--- config.mk ---
export PLATFORM = sky130hd
export DESIGN_NAME = fetch_stage_flat
export DESIGN_NICKNAME = d
export VERILOG_FILES = /design/src/rtl/fetch_stage_pkg.sv /design/src/rtl/fetch_stage_if.sv /design/src/rtl/fetch_hold_buf.sv /design/src/rtl/fetch_stage.sv /design/src/flat_wrapper.sv
export SDC_FILE = /design/constraint.sdc
export NUM_CORES = 1
export LEC_CHECK = 0
export CAP_MARGIN = 40
export CORE_ASPECT_RATIO = 1.1
export CORE_MARGIN = 2
export CORE_UTILIZATION = 50
export DETAILED_ROUTE_END_ITERATION = 16
export PLACE_DENSITY = 0.78
export SYNTH_ARGS = -nofsm -noshare
export SYNTH_HDL_FRONTEND = slang
export SYNTH_HIERARCHICAL = 1
export SYNTH_SLANG_ARGS = --single-unit
export TNS_END_PERCENT = 100
--- constraint.sdc ---
create_clock -name clk -period 2.9 [get_ports clk]
set_input_delay 0.29 -clock clk [delete_from_list [all_inputs] [get_ports clk]]
set_output_delay 0.29 -clock clk [all_outputs]
set_load 0.005 [all_outputs]
--- src/rtl/fetch_stage_pkg.sv ---
// Shared core constants and types for the instruction fetch stage.
package fetch_stage_pkg;

  localparam int XLEN_PC   = 16;
  localparam int INSTR_W   = 16;
  localparam int REG_IDX_W = 4;

  localparam int RN1_MSB = 7;
  localparam int RN1_LSB = 4;
  localparam int RN2_MSB = 3;
  localparam int RN2_LSB = 0;

  typedef logic [XLEN_PC-1:0] pc_t;
  typedef logic [INSTR_W-1:0] instr_t;

  localparam instr_t NOP_INSTR = 16'h0000;
  localparam pc_t    RESET_PC  = 16'h0000;

  typedef struct packed {
    instr_t instr;
    pc_t    pc;
  } fetch_ent_t;

  typedef enum logic [1:0] {
    IFID_SRC_BUBBLE = 2'd0,
    IFID_SRC_HOLD   = 2'd1,
    IFID_SRC_RSP    = 2'd2
  } ifid_src_e;

  function automatic pc_t pc_next(input pc_t pc);
    return pc + pc_t'(1);
  endfunction

endpackage

--- src/rtl/fetch_stage_if.sv ---
// Hazard-control, instruction-memory and IF/ID signals of the fetch stage.
interface fetch_stage_if;
  import fetch_stage_pkg::*;

  logic                 pc_write;
  logic                 ifid_write;
  logic                 flush;
  logic [XLEN_PC-1:0]   branch_target;

  logic                 imem_req;
  logic [XLEN_PC-1:0]   imem_addr;
  logic                 imem_gnt;
  logic                 imem_rvalid;
  logic [INSTR_W-1:0]   imem_rdata;

  logic [INSTR_W-1:0]   if_id_instr;
  logic [XLEN_PC-1:0]   if_id_pc;
  logic                 if_id_valid;
  logic [REG_IDX_W-1:0] if_id_rn1;
  logic [REG_IDX_W-1:0] if_id_rn2;

  modport master (
    input  pc_write, ifid_write, flush, branch_target,
    input  imem_gnt, imem_rvalid, imem_rdata,
    output imem_req, imem_addr,
    output if_id_instr, if_id_pc, if_id_valid, if_id_rn1, if_id_rn2
  );

  modport slave (
    output pc_write, ifid_write, flush, branch_target,
    output imem_gnt, imem_rvalid, imem_rdata,
    input  imem_req, imem_addr,
    input  if_id_instr, if_id_pc, if_id_valid, if_id_rn1, if_id_rn2
  );

endinterface

--- src/rtl/fetch_hold_buf.sv ---
// One-entry instr+pc skid buffer catching a response that arrives while IF/ID is stalled.
// Clear wins over write; write wins over read so a drain-and-refill keeps the new entry.
module fetch_hold_buf
  import fetch_stage_pkg::*;
(
  input  logic       clk,
  input  logic       rst_n,
  input  logic       i_clr,
  input  logic       i_wr,
  input  fetch_ent_t i_wr_ent,
  input  logic       i_rd,
  output logic       o_vld,
  output fetch_ent_t o_ent
);

  logic       r_vld;
  fetch_ent_t r_ent;

  always_ff @(posedge clk or negedge rst_n) begin
    if (!rst_n) begin
      r_vld <= 1'b0;
      r_ent <= '0;
    end else if (i_clr) begin
      r_vld <= 1'b0;
    end else if (i_wr) begin
      r_vld <= 1'b1;
      r_ent <= i_wr_ent;
    end else if (i_rd) begin
      r_vld <= 1'b0;
    end
  end

  assign o_vld = r_vld;
  assign o_ent = r_ent;

endmodule

--- src/rtl/fetch_stage.sv ---
// Instruction fetch: PC, memory request, response capture and the IF/ID register.
// Memory answers exactly one cycle after a grant, so at most one fetch is in flight.
module fetch_stage
  import fetch_stage_pkg::*;
(
  input  logic          clk,
  input  logic          rst_n,
  fetch_stage_if.master bus
);

  pc_t        r_pc;
  pc_t        r_rsp_pc;
  logic       r_pending;
  logic       r_drop;
  instr_t     r_if_id_instr;
  pc_t        r_if_id_pc;
  logic       r_if_id_valid;

  logic       w_req;
  logic       w_issue;
  logic       w_accept;
  logic       w_hold_vld;
  logic       w_hold_wr;
  fetch_ent_t w_hold_ent;
  fetch_ent_t w_rsp_ent;
  ifid_src_e  w_src;

  assign w_req   = bus.pc_write & ~bus.flush & (~w_hold_vld | bus.ifid_write);
  assign w_issue = w_req & bus.imem_gnt;

  // r_pending also rejects stray responses right after reset release
  assign w_accept  = bus.imem_rvalid & r_pending & ~r_drop;
  assign w_rsp_ent = '{instr: bus.imem_rdata, pc: r_rsp_pc};
  assign w_hold_wr = w_accept & (~bus.ifid_write | w_hold_vld);

  always_comb begin
    w_src = IFID_SRC_BUBBLE;
    if (w_hold_vld) begin
      w_src = IFID_SRC_HOLD;
    end else if (w_accept) begin
      w_src = IFID_SRC_RSP;
    end
  end

  always_ff @(posedge clk or negedge rst_n) begin
    if (!rst_n) begin
      r_pc      <= RESET_PC;
      r_rsp_pc  <= RESET_PC;
      r_pending <= 1'b0;
      r_drop    <= 1'b0;
    end else begin
      if (bus.flush) begin
        r_pc <= bus.branch_target;
      end else if (w_issue) begin
        r_pc     <= pc_next(r_pc);
        r_rsp_pc <= r_pc;
      end
      r_pending <= w_issue;
      if (r_drop && bus.imem_rvalid) begin
        r_drop <= 1'b0;
      end else if (bus.flush && r_pending && !bus.imem_rvalid) begin
        r_drop <= 1'b1;
      end
    end
  end

  always_ff @(posedge clk or negedge rst_n) begin
    if (!rst_n) begin
      r_if_id_instr <= NOP_INSTR;
      r_if_id_pc    <= RESET_PC;
      r_if_id_valid <= 1'b0;
    end else if (bus.flush) begin
      r_if_id_instr <= NOP_INSTR;
      r_if_id_valid <= 1'b0;
    end else if (bus.ifid_write) begin
      case (w_src)
        IFID_SRC_HOLD: begin
          r_if_id_instr <= w_hold_ent.instr;
          r_if_id_pc    <= w_hold_ent.pc;
          r_if_id_valid <= 1'b1;
        end
        IFID_SRC_RSP: begin
          r_if_id_instr <= w_rsp_ent.instr;
          r_if_id_pc    <= w_rsp_ent.pc;
          r_if_id_valid <= 1'b1;
        end
        default: begin
          r_if_id_instr <= NOP_INSTR;
          r_if_id_valid <= 1'b0;
        end
      endcase
    end
  end

  fetch_hold_buf u_hold (
    .clk      (clk),
    .rst_n    (rst_n),
    .i_clr    (bus.flush),
    .i_wr     (w_hold_wr),
    .i_wr_ent (w_rsp_ent),
    .i_rd     (bus.ifid_write),
    .o_vld    (w_hold_vld),
    .o_ent    (w_hold_ent)
  );

  assign bus.imem_req    = w_req;
  assign bus.imem_addr   = r_pc;
  assign bus.if_id_instr = r_if_id_instr;
  assign bus.if_id_pc    = r_if_id_pc;
  assign bus.if_id_valid = r_if_id_valid;
  assign bus.if_id_rn1   = r_if_id_instr[RN1_MSB:RN1_LSB];
  assign bus.if_id_rn2   = r_if_id_instr[RN2_MSB:RN2_LSB];

endmodule

--- src/flat_wrapper.sv ---
// flat-port wrapper written by rule: the top's interface ports become plain ports
module fetch_stage_flat import fetch_stage_pkg::*;
  (clk, rst_n, bus_pc_write, bus_ifid_write, bus_flush, bus_branch_target, bus_imem_gnt, bus_imem_rvalid, bus_imem_rdata, bus_imem_req, bus_imem_addr, bus_if_id_instr, bus_if_id_pc, bus_if_id_valid, bus_if_id_rn1, bus_if_id_rn2);
  fetch_stage_if bus_i ();
  input  logic clk;
  input  logic rst_n;
  input wire logic [$bits(bus_i.pc_write)-1:0] bus_pc_write;
  input wire logic [$bits(bus_i.ifid_write)-1:0] bus_ifid_write;
  input wire logic [$bits(bus_i.flush)-1:0] bus_flush;
  input wire logic [$bits(bus_i.branch_target)-1:0] bus_branch_target;
  input wire logic [$bits(bus_i.imem_gnt)-1:0] bus_imem_gnt;
  input wire logic [$bits(bus_i.imem_rvalid)-1:0] bus_imem_rvalid;
  input wire logic [$bits(bus_i.imem_rdata)-1:0] bus_imem_rdata;
  output wire logic [$bits(bus_i.imem_req)-1:0] bus_imem_req;
  output wire logic [$bits(bus_i.imem_addr)-1:0] bus_imem_addr;
  output wire logic [$bits(bus_i.if_id_instr)-1:0] bus_if_id_instr;
  output wire logic [$bits(bus_i.if_id_pc)-1:0] bus_if_id_pc;
  output wire logic [$bits(bus_i.if_id_valid)-1:0] bus_if_id_valid;
  output wire logic [$bits(bus_i.if_id_rn1)-1:0] bus_if_id_rn1;
  output wire logic [$bits(bus_i.if_id_rn2)-1:0] bus_if_id_rn2;
  assign bus_i.pc_write = bus_pc_write;
  assign bus_i.ifid_write = bus_ifid_write;
  assign bus_i.flush = bus_flush;
  assign bus_i.branch_target = bus_branch_target;
  assign bus_i.imem_gnt = bus_imem_gnt;
  assign bus_i.imem_rvalid = bus_imem_rvalid;
  assign bus_i.imem_rdata = bus_imem_rdata;
  assign bus_imem_req = bus_i.imem_req;
  assign bus_imem_addr = bus_i.imem_addr;
  assign bus_if_id_instr = bus_i.if_id_instr;
  assign bus_if_id_pc = bus_i.if_id_pc;
  assign bus_if_id_valid = bus_i.if_id_valid;
  assign bus_if_id_rn1 = bus_i.if_id_rn1;
  assign bus_if_id_rn2 = bus_i.if_id_rn2;
  fetch_stage u_core (.clk(clk), .rst_n(rst_n), .bus(bus_i));
endmodule
==> results of run 1 <==
[through the flow]
stage / cell area [sq um] / power [mW]
floorplan: 4620 / 2.11
global placement: 5620 / 2.42
detailed placement: 5620 / 2.45
CTS: 5860 / 3.46
global route: 5860 / 3.61
finish: 5860 / 3.44
[layout make-up]
class                      count  area share (%)
inverter                       6           0.384
timing repair buffer         108            18.4
multi-input combinational    245            32.2
sequential                   100            42.7
clock inverter                 3            1.17
tap                          114            2.43
clock buffer                  13            2.71
[metal layers]
metal  share of wire (%)  track usage [%]
met3                 6.1             4.90
met1                  46             30.2
met2                  47             33.4
met4                 1.3             5.61
met5                   0                0
[cell families after synthesis]
group / Yosys count
compound gates: 75
mux: 65
simple gates: 99
buf+inv: 36
fa+ha+maj: 1
flops: 100
xor+xnor: 5
[synthesized netlist by cell type, types with 4 or more instances]
library cell / instances / share of area, %
or4_1: 4 / 0.65
dfrtp_1: 100 / 54
nand4_1: 4 / 0.54
clkbuf_1: 14 / 1.1
buf_4: 9 / 1.5
inv_1: 6 / 0.49
mux2i_1: 17 / 3.7
xnor2_1: 4 / 0.76
nor2_1: 25 / 2.0
nand2_1: 36 / 2.9
a31oi_1: 5 / 0.68
mux2_2: 18 / 4.4
mux2_4: 30 / 9.7
o21ai_0: 24 / 2.6
a211oi_1: 16 / 2.6
a22oi_1: 16 / 2.6
nand3_1: 9 / 0.97
[worst min path at each step]
stage | end | cells after the start | slack [ns]
6_report | u_core/u_hold/o_ent[25]$_DFFE_PN0P_ | 2 | 0.45
3_5_place_dp | u_core/u_hold/o_ent[25]$_DFFE_PN0P_ | 1 | 0.31
5_1_grt | u_core/bus.imem_addr[12]$_DFFE_PN0P_ | 3 | 0.48
2_1_floorplan | u_core/bus.if_id_instr[0]$_DFFE_PN0P_ | 0 | -0.006
3_3_place_gp | u_core/u_hold/o_ent[24]$_DFFE_PN0P_ | 1 | 0.30
4_1_cts | u_core/u_hold/o_ent[25]$_DFFE_PN0P_ | 2 | 0.47
[worst reg2reg max path, delay by kind of cell (launching register included)]
kind            cells  cell delay, ns
simple gates        2            0.59
flops               1            0.38
mux                 1            0.34
buf+inv             1            0.27
compound gates      1            0.20
[power groups by stage]
stage,Sequential (mW),Combinational (mW),Clock (mW)
after global placement,1.80,0.614,0
after detailed placement,1.81,0.641,0
after global routing,1.82,0.697,1.09
final,1.80,0.639,1.00
after CTS,1.79,0.646,1.02
after floorplan,1.77,0.348,0
[flip-flops by register name, summed over array words and instances, names as in the netlist]
name	flops
u_core/r_rsp_pc	16
u_core/u_hold/o_ent	32
u_core/bus.imem_addr	16
u_core/r_drop	1
u_core/r_pending	1
u_core/u_hold/o_vld	1
u_core/bus.if_id_instr	16
u_core/bus.if_id_valid	1
u_core/bus.if_id_pc	16
[repair_timing]
| item | in CTS | in global routing |
|---|---|---|
| hold buffers | 1 | 0 |
| endpoints found under the hold margin | 41 | 0 |
| endpoints found under the setup margin | 0 | 0 |
==> run summary, run 1 <==
In the synthesized netlist, the number of instances is 381. In this run the worst setup path begins at bus_ifid_write. For this run, design rule violations remaining after detail routing come to 0. Dividing total power by cell area gives a power density of 586 nW/um^2. On the final layout, the worst clock skew is 0.0166 ns. The most common cell after layout, fill and taps aside was dfrtp_1.

Combinational cells account for 18.6% of the total power. Dividing the detail-routed wire length by the instance count gives 17.1 um. Post-synthesis share of cell area spent on and, or, nand and nor gates: 11.0%. The tools report the kind of end point of the critical path as an output port.

Synthesis inferred 100 register bits. The class of the worst hold path is in2async. The number of antenna violations at the first check in global routing was 0; the switching share of power was 25.4%. Dividing the final minimum period by the clock period gives 71.9%. The logs give 0 for the number of setup buffers added after CTS and 64.0% for the relative max-transition margin. The sequential cells in the finished layout cover a total of 2500 sq um. The maximum clock path buffer count came out at 2. The tools report the reg-to-reg critical path startpoint as u_core/r_drop$_DFFE_PN0P_.

The H-tree was split into 3 levels. At the end of the flow the core is filled with cells to 65.7%. For the final-report setup violation count, the log shows 0. The tools report the final number of hold-violating endpoints as 0.

The total standard cell area after synthesis is 4620 sq um, and the maximum number of pins on one net before global-route repair is 60. At the end of the flow, the number of nets in the layout was 510. The run gives 36 as the row count. The x dimension of the die is 95.7 um, and the quantity of I/O buffers inserted on ports is 96. In the final layout, the multi-input gates occupy 1890 sq um. Registers are responsible for 52.3% of the overall power.

TritonCTS built the clock tree. By area, the combinational part of the netlist is dominated by multiplexers. The run gives 100 as the clock net sink count. The layout overhead on the synthesized area is 26.7%. The internal portion of the total power is 2.56 mW.

The most repeated library cell on the critical path is clkdlybuf4s50_1. Maximum clock rate: 480 MHz. The worst-path maximum fanout was 5; the minimum clock period was 2.08 ns.

Counting the fill cells in the layout gives 674. The tools report the violation count after the first detailed-route iteration as 169. The critical path is of the in2out type.

The share of the synthesized netlist area taken by xor and xnor gates was 0.947%. For this block, the via count after detailed routing is 3329. The number of stages on the worst setup path works out to 4. The first global-routing pass estimated 16600 um of wire. The number of clock buffers inserted by TritonCTS is 9. The tools report the endpoint of the most critical register-to-register path as u_core/u_hold/o_ent[5]$_DFFE_PN0P_. The tools report the total wirelength of the detailed-routed design as 10100 um.

In the layout the commonest cells are 100 x dfrtp_1, 95 x clkdlybuf4s50_1, 36 x nand2_1. The aggregate global-route resource usage was 21.4%; the routed via count divided by cell count was 5.65. At the worst endpoint, the required time is 2.61 ns. The logs give 29.2% for the clock network power share and 4 for the number of detailed-routing iterations run before antenna repair. Clock tree root buffer cell: clkbuf_8. The library cell contributing the largest single delay on the critical path was clkdlybuf4s50_1. The number of placed instances, taps included, is 572. Number of buffers and inverters on the critical path: 2. The remaining number of nets flagged by the antenna check after routing is 0. The tightest hold path in the finished design has a slack of 0.452 ns. The tools report the critical path capture point as bus_imem_req. The antenna diode count was 0.

For the top-level I/O count, the log shows 97. The net switching component of the power is 873 uW. The clock reaches the later pin of the worst-skew pair after 0.37 ns. The congestion estimate from routability-driven global placement came to 0.879. The run gives 1.79 ns as the data arrival time of the critical path.

The synthesized netlist devotes 10.8% of its cell area to compound gates. The total congestion overflow was 0. The die covers 10000 sq um.

Each instance of the synthesized netlist takes up on average 12.1 sq um. Yosys mapped a number of flops with a built-in enable equal to 0. The tools report the setup slack of the critical path after layout as 0.816 ns.

The post-synthesis adder-cell area fraction works out to 0.271%. The post-cts repair resize count is 0, and the number of standard cells in the final layout excluding fillers is 589. The cell family contributing the most delay on the critical path is buffers and inverters. The share of synthesized area spent on multiplexers came out at 17.8%. OpenSTA, run right after detailed placement, puts the worst setup slack at 0.673 ns. The flow ran to the end, and the final reports show no timing, DRC or antenna violations. Traced cell by cell, the critical path runs through clkdlybuf4s50_1 -> nand2b_1 -> and3_1 -> clkdlybuf4s50_1. The worst-case IR drop observed on VDD is 0.275 mV. In the final timing run, aggregate negative setup slack is 0 ns.

The most used flip-flop cell after synthesis is dfrtp_1. Number of distinct standard cells referenced by the synthesized netlist: 42. Sequential fraction of the synthesis area: 54.1%. For this run, the number of Yosys warnings is 6. The tools report the setup slack of the most critical reg-to-reg path as 1.02 ns.

The logs give 51.9% for the effective utilization at floorplan and 2.41 nW for the leakage dissipation. The count of cells along the worst register-to-register path is 5. Max-cap violations in this run came to 0.

Setup repair after global routing left no endpoint under its margin. For this run, asynchronously set or reset flops after synthesis account for 100%. The net count of the mapped netlist is 421. The floorplan step set the die height to 105 um. The number of global-route vias before repair was 3353. For this run, the slowest stage of the critical path takes 0.59 ns. The number of max-slew violations in the final report was 0.

Detailed placement finished with a half-perimeter wire length of 7030 um. The worst-margin pin slew was 0.540 ns. Of the cells placed in the final design, the portion with a size suffix greater than 1 is 17.1%. The clock-pin transition on the worst setup and hold timing paths came out at 0.09 ns. STA classifies the critical path startpoint as an input pin.

The total area inside the core boundary comes to 8920 sq um.
Power figures use the tool's default switching activity.
==> run 2: changes to the inputs <==
Clock period 2.9 ns to 2.2 ns, I/O delays scaled along.
==> run 2 against run 1 <==
Against the previous run: critical path depth is the same; total power grew 26%; register-to-register slack lost 0.61 ns; final cell count grew 0.85%; combinational power grew 32%; critical path type unchanged; largest power group unchanged.
==> run summary, run 2 (synthesized netlist as in run 1, its figures left out) <==
The tools report the antenna diode count as 0 (unchanged). The flow ran to the end, and the final reports show no timing, DRC or antenna violations. The critical path start-end classification was in2out (unchanged). Kind of start point of the critical path: an input pin (unchanged). The global-route wire length before repair was 16200 um (was 16600 um); the estimated wirelength of the detail-placed design was 6910 um (was 7030 um). The count of cells along the worst register-to-register path is 4 (was 5), and the maximum level of the CTS H-tree is 3 (unchanged). The overall die height was 105 um (unchanged).

Launching element of the worst setup path: bus_ifid_write (unchanged). For the remaining number of nets flagged by the antenna check after routing, the log shows 0 (unchanged). The clock tree root buffer cell was clkbuf_8 (unchanged). The layout overhead on the synthesized area is 27.0% (was 26.7%). Setup repair after global routing left no endpoint under its margin. The max-capacitance violation count was 0 (unchanged); the number of filler instances in the final layout was 677 (was 674). Number of antenna violations at the first check in global routing: 0 (unchanged). The run gives 0 (unchanged) as the total congestion overflow. The largest stage delay on the critical path is 0.59 ns (about the same), and the number of setup buffers added after CTS is 0 (unchanged). The global-route track usage on met3 came out at 2.81% (was 4.90%).

The final number of hold-violating endpoints was 0 (unchanged). The tools report the number of detailed-routing iterations run before antenna repair as 4 (unchanged). The clock-pin transition on the worst setup and hold timing paths is 0.09 ns (about the same), and the data arrival time of the critical path is 1.70 ns (was 1.79 ns).

For the worst clock skew, the log shows 0.0153 ns (was 0.0166 ns). The number of nets in the final layout is 515 (was 510), and the relative max-transition margin is 58.5% (was 64.0%). For the violation count after the first detailed-route iteration, the log shows 204 (was 169). Reg-to-reg critical path startpoint: u_core/bus.imem_addr[4]$_DFFE_PN0P_ (was u_core/r_drop$_DFFE_PN0P_). The x dimension of the die works out to 95.7 um (unchanged). The clock net sink count was 100 (unchanged). The via count was 3294 (was 3329); the overall power consumption was 4.33 mW (was 3.44 mW).

The routed design could run at a clock period as short as 1.92 ns. The number of max-slew violations in the final report is 0 (unchanged), and the average wire per standard cell is 16.4 um (was 17.1 um). The run gives 0.35 ns (was 0.37 ns) as the clock insertion delay at the later pin of the skew report. The tools report the multi-input logic area as 1890 sq um (unchanged).

The most repeated library cell on the critical path is clkdlybuf4s50_1 (unchanged). The area enclosed by the die boundary was 10000 sq um (unchanged). The fraction of met1 tracks used by global routing is 30.6% (was 30.2%), and the core region area is 8920 sq um (unchanged).

The run gives 0 ns (unchanged) as the summed negative setup slack over all endpoints. The quantity of I/O buffers inserted on ports is 96 (unchanged), and the total wirelength of the detailed-routed design is 9760 um (was 10100 um). For the post-cts repair resize count, the log shows 0 (unchanged).

The layer with the highest usage after global routing is met2 (unchanged). The combinational power share is 19.4% (was 18.6%), and the worst-margin pin slew is 0.623 ns (was 0.540 ns). The library cell contributing the largest single delay on the critical path was clkdlybuf4s50_1 (unchanged).

The DRC violation count after routing was 0 (unchanged). Cell-by-cell listing of the critical path: clkdlybuf4s50_1 -> nand2b_1 -> and3_1 -> clkdlybuf4s50_1 (unchanged). Most frequent cells in the layout: 100 x dfrtp_1, 95 x clkdlybuf4s50_1, 36 x nand2_1 (unchanged). The endpoint of the most critical register-to-register path was u_core/bus.imem_addr[12]$_DFFE_PN0P_ (was u_core/u_hold/o_ent[5]$_DFFE_PN0P_).

The routed via count divided by cell count is 5.55 (was 5.65), and the maximum clock rate is 520 MHz. The leakage dissipation came out at 2.42 nW (was 2.41 nW). The kind of end point of the critical path was an output port (unchanged).

The number of buffers and inverters on the critical path was 2 (unchanged); the final estimated routing congestion in global placement was 0.889 (was 0.879). For the part of the power in registers, the log shows 54.5% (was 52.3%). The tools report the final-report setup violation count as 0 (unchanged). For the peak supply drop, the log shows 0.393 mV (was 0.275 mV). The effective utilization at floorplan was 51.9% (unchanged); the number of global-route vias before repair was 3260 (was 3353).

The top-level I/O count is 97 (unchanged). The run gives 36 (unchanged) as the row count. Of the available clock period, the critical path in the final layout requires 87.4%. The cell family with the largest share of critical-path delay is buffers and inverters (unchanged). The run gives 31.0% (was 33.4%) as the global-route met2 utilization.

The flip-flop count of the largest register, all copies and words added was 32 (unchanged). The tools report the number of hold buffers added after CTS as 1 (unchanged). The run gives 0.41 ns (was 1.02 ns) as the setup slack of the most critical reg-to-reg path. Net switching component of the power: 1.12 mW (was 873 uW). Number of clock buffers inserted by TritonCTS: 9 (unchanged). The maximum clock path buffer count is 2 (unchanged), and the worst-path maximum fanout is 4 (was 5). Proportion of layout cells with a drive suffix above 1: 17.9% (was 17.1%).

Footprint of the flip-flops and latches: 2500 sq um (unchanged). TritonCTS built the clock tree. The class of the worst hold path was in2async (unchanged).

The most common cell after layout, fill and taps aside is dfrtp_1 (unchanged). The maximum number of pins on one net before global-route repair is 49 (was 60), and the required time of the worst setup path is 1.98 ns (was 2.61 ns). The tools report the aggregate global-route resource usage as 20.6% (was 21.4%). The run gives 3.21 mW (was 2.56 mW) as the internal cell power.

The switching share of power is 25.9% (was 25.4%), and the clock network power share is 26.1% (was 29.2%). The power density over cell area was 738 nW/um^2 (was 586 nW/um^2).
[run 2: power groups by stage]
stage | Sequential [mW] | Clock, mW | Combinational [mW]
floorplan | 2.33 | 0 | 0.458
global placement | 2.38 | 0 | 0.815
detailed placement | 2.39 | 0 | 0.847
CTS | 2.36 | 1.17 | 0.851
global route | 2.40 | 1.24 | 0.921
finish | 2.36 | 1.13 | 0.841
[run 2: layout make-up]
class | count | area share [%]
multi-input cells | 245 | 32.2
repair buffers | 113 | 19.2
well taps | 114 | 2.43
inverters | 6 | 0.383
clock buffers | 11 | 2.24
clock inverters | 5 | 1.02
flip-flops and latches | 100 | 42.6
[run 2: per-stage QoR]
step           std cells  hold slack, ns  util [%]  setup WS, ns  instance area (sq um)
3_3_place_gp         577           0.268      63.6         0.158                   5670
5_1_grt              594           0.424      65.9         0.218                   5870
3_5_place_dp         577           0.278      63.6         0.141                   5670
2_1_floorplan        381         -0.0756         -         0.513                   4620
4_1_cts              594           0.414      65.9         0.274                   5870
6_report             594           0.418      65.9         0.276                   5870
[run 2: worst register-to-register path, delay by kind of cell (launching register included)]
family          cells  cell delay [ns]
compound gates      1             0.18
simple gates        3             1.04
flops               1             0.50
[run 2: worst max-delay path by stage]
stage | cells after the start | end | slack [ns]
detailed placement | 5 | u_core/bus.imem_addr[15]$_DFFE_PN0P_ | 0.14
CTS | 4 | bus_imem_req | 0.27
finish | 4 | bus_imem_req | 0.28
global placement | 5 | u_core/bus.imem_addr[15]$_DFFE_PN0P_ | 0.16
global route | 4 | bus_imem_req | 0.22
floorplan | 7 | u_core/u_hold/o_ent[0]$_DFFE_PN0P_ | 0.51
[run 2: layer usage]
| metal | routed length [um] | up-vias |
|---|---|---|
| met5 | 0 | - |
| met4 | 169 | 0 |
| met3 | 537 | 14 |
| met2 | 4460 | 121 |
| met1 | 4590 | 1593 |
| li1 | - | 1566 |
==> run 3: changes to the inputs <==
Settings changed: CORE_UTILIZATION 50 to 30, PLACE_DENSITY 0.78 to not set.
==> run 3 against run 2 <==
Against the previous run: first-iteration DRC count shrank 23%; non-clock buffer count shrank 3; final cell count grew 13%; global-route usage shrank 6.9 points; critical path depth is the same; cell area grew 2.9%; clock skew shrank 0.0054 ns; largest power group unchanged.
==> run summary, run 3 (synthesized netlist as in run 1, its figures left out) <==
The flow ran to the end, and the final reports show no timing, DRC or antenna violations. For the global-route wire length before repair, the log shows 17900 um (was 16200 um). TritonCTS built the clock tree.

The via count was 3291 (was 3294); the minimum clock period was 2.02 ns (was 1.92 ns). The tools report the core region area as 15100 sq um (was 8920 sq um). The proportion of layout cells with a drive suffix above 1 is 18.0% (was 17.9%). The tools report the aggregate global-route resource usage as 13.7% (was 20.6%).

The clock tree root buffer cell was clkbuf_16 (was clkbuf_8). The cell family with the largest share of critical-path delay was buffers and inverters (unchanged). The area enclosed by the die boundary was 16400 sq um (was 10000 sq um); the average wire per standard cell was 16.1 um (was 16.4 um).

The clock insertion delay at the later pin of the skew report was 0.34 ns (was 0.35 ns); the effective utilization at floorplan was 30.7% (was 51.9%). The library cell contributing the largest single delay on the critical path was clkdlybuf4s50_1 (unchanged). Class of the worst hold path: in2reg (was in2async). The most repeated library cell on the critical path was clkdlybuf4s50_1 (unchanged). The tools report the maximum clock path buffer count as 2 (unchanged). The logs give 158 (was 204) for the violation count after the first detailed-route iteration and 512 (was 515) for the number of nets in the final layout. Cell-by-cell listing of the critical path: clkdlybuf4s50_1 -> nand2b_1 -> and3_1 -> clkdlybuf4s50_1 (unchanged). The tools report the footprint of the flip-flops and latches as 2500 sq um (unchanged).

The run gives 64.7% (was 58.5%) as the relative max-transition margin. The final worst-path cycle share is 91.7% (was 87.4%), and the clock-pin transition on the worst setup and hold timing paths is 0.07 ns (was 0.09 ns). Number of max-slew violations in the final report: 0 (unchanged).

The logs give 0 ns (unchanged) for the summed negative setup slack over all endpoints and 1890 sq um (about the same) for the multi-input logic area. The number of buffers and inverters on the critical path is 2 (unchanged). The flip-flop count of the largest register, all copies and words added works out to 32 (unchanged). The clock net sink count was 100 (unchanged); the number of detailed-routing iterations run before antenna repair was 4 (unchanged). The required time of the worst setup path came out at 1.98 ns (about the same). The total congestion overflow was 0 (unchanged); the largest stage delay on the critical path was 0.60 ns (was 0.59 ns). The tools report the max-capacitance violation count as 0 (unchanged). Most frequent cells in the layout: 100 x dfrtp_1, 94 x clkdlybuf4s50_1, 36 x nand2_1 (was 100 x dfrtp_1, 95 x clkdlybuf4s50_1, 36 x nand2_1). The final-report setup violation count came out at 0 (unchanged).

Setup repair after global routing left no endpoint under its margin. Most common cell after layout, fill and taps aside: dfrtp_1 (unchanged). The top-level I/O count is 97 (unchanged), and the x dimension of the die is 122 um (was 95.7 um).

The quantity of I/O buffers inserted on ports came out at 96 (unchanged). For the maximum number of pins on one net before global-route repair, the log shows 62 (was 49). Kind of end point of the critical path: an output port (unchanged). The worst-path maximum fanout is 4 (unchanged). The routed via count divided by cell count is 4.89 (was 5.55), and the row count is 47 (was 36).

Number of global-route vias before repair: 3399 (was 3260). The peak supply drop is 0.389 mV (was 0.393 mV), and the number of clock buffers inserted by TritonCTS is 9 (unchanged). The number of antenna violations at the first check in global routing is 0 (unchanged). The remaining number of nets flagged by the antenna check after routing was 0 (unchanged). The antenna diode count is 0 (unchanged), and the total wirelength of the detailed-routed design is 10900 um (was 9760 um). For the final number of hold-violating endpoints, the log shows 0 (unchanged). The run gives 0 (unchanged) as the DRC violation count after routing. The worst-margin pin slew works out to 0.529 ns (was 0.623 ns).

The setup slack of the most critical reg-to-reg path was 0.39 ns (was 0.41 ns); the leakage dissipation was 2.44 nW (was 2.42 nW). The overall power consumption was 4.70 mW (was 4.33 mW); the maximum clock rate was 496 MHz (was 520 MHz). The overall die height is 134 um (was 105 um).

The critical path start-end classification was in2out (unchanged). The number of filler instances in the final layout was 1494 (was 677); the data arrival time of the critical path was 1.80 ns (was 1.70 ns). The layout overhead on the synthesized area was 30.8% (was 27.0%); the worst clock skew was 0.00988 ns (was 0.0153 ns). The kind of start point of the critical path was an input pin (unchanged).

The power density over cell area is 777 nW/um^2 (was 738 nW/um^2), and the estimated wirelength of the detail-placed design is 7480 um (was 6910 um). The maximum level of the CTS H-tree is 3 (unchanged). The final estimated routing congestion in global placement was 0.858 (was 0.889).
-- run 3: cell count changes in the layout (fill, tap and decap cells not counted), sizes merged --
cell           delta
inv               +1
buf               -2
clkinvlp          +2
bufinv            -1
clkdlybuf4s50     -1
clkbuf            -1
clkinv            -1
-- run 3: worst paths after layout --
| check | startpoint | to | cells after the start |
|---|---|---|---|
| min in group asynchronous | rst_n | u_core/u_hold/o_ent[29]$_DFFE_PN0P_ | 2 |
| hold reg to reg | u_core/bus.if_id_pc[8]$_DFFE_PN0P_ | u_core/bus.if_id_pc[8]$_DFFE_PN0P_ | 2 |
| setup / recovery | bus_ifid_write | bus_imem_req | 4 |
| hold / removal | bus_flush | u_core/bus.imem_addr[2]$_DFFE_PN0P_ | 3 |
| max in group asynchronous | rst_n | u_core/u_hold/o_ent[4]$_DFFE_PN0P_ | 3 |
| setup reg to reg | u_core/bus.imem_addr[4]$_DFFE_PN0P_ | u_core/bus.imem_addr[14]$_DFFE_PN0P_ | 4 |
-- run 3: cell type report --
type / count / area share, %
well taps: 196 / 4.06
flip-flops and latches: 100 / 41.4
clock buffers: 10 / 3.95
multi-input cells: 245 / 31.3
inverters: 6 / 0.372
repair buffers: 110 / 18.2
clock inverters: 6 / 0.745
-- run 3: report_power, final --
| part | total, mW | leakage [nW] | internal, mW | switching (mW) |
|---|---|---|---|---|
| Clock | 1.49 | 0.132 | 0.804 | 0.688 |
| Combinational | 0.851 | 1.03 | 0.549 | 0.301 |
| Sequential | 2.36 | 1.28 | 2.13 | 0.227 |
-- run 3: repair_timing --
action                                 CTS  global route
hold buffers                             1             0
setup endpoints to repair                0             0
buffers inserted                         0             0
endpoints found under the hold margin   39             0
gates resized for setup                  0             0
-- run 3: metrics by stage --
step           instance area [sq um]  util, %  std cells  setup slack, ns  hold WS, ns
2_1_floorplan                   4620        -        381            0.513      -0.0756
6_report                        6050     40.2        673            0.182        0.360
3_5_place_dp                    5750     38.2        656           0.0756        0.240
5_1_grt                         6050     40.2        673            0.116        0.376
4_1_cts                         6050     40.2        673            0.181        0.345
3_3_place_gp                    5750     38.2        656            0.143        0.230
-- run 3: metal layers --
metal	share of wire [%]	up-vias	wire length, um	GRT usage, %
li1	-	1557	-	-
met2	47	104	5070	22.1
met4	0.91	0	99	3.19
met3	4.6	8	501	3.06
met5	0	-	0	0
met1	48	1622	5180	18.8
-- run 3: worst min-delay path: cells and delay by family --
| family | cells | cell delay [ns] |
|---|---|---|
| compound gates | 1 | 0.07 |
| buf+inv | 1 | 0.26 |
| simple gates | 1 | 0.10 |
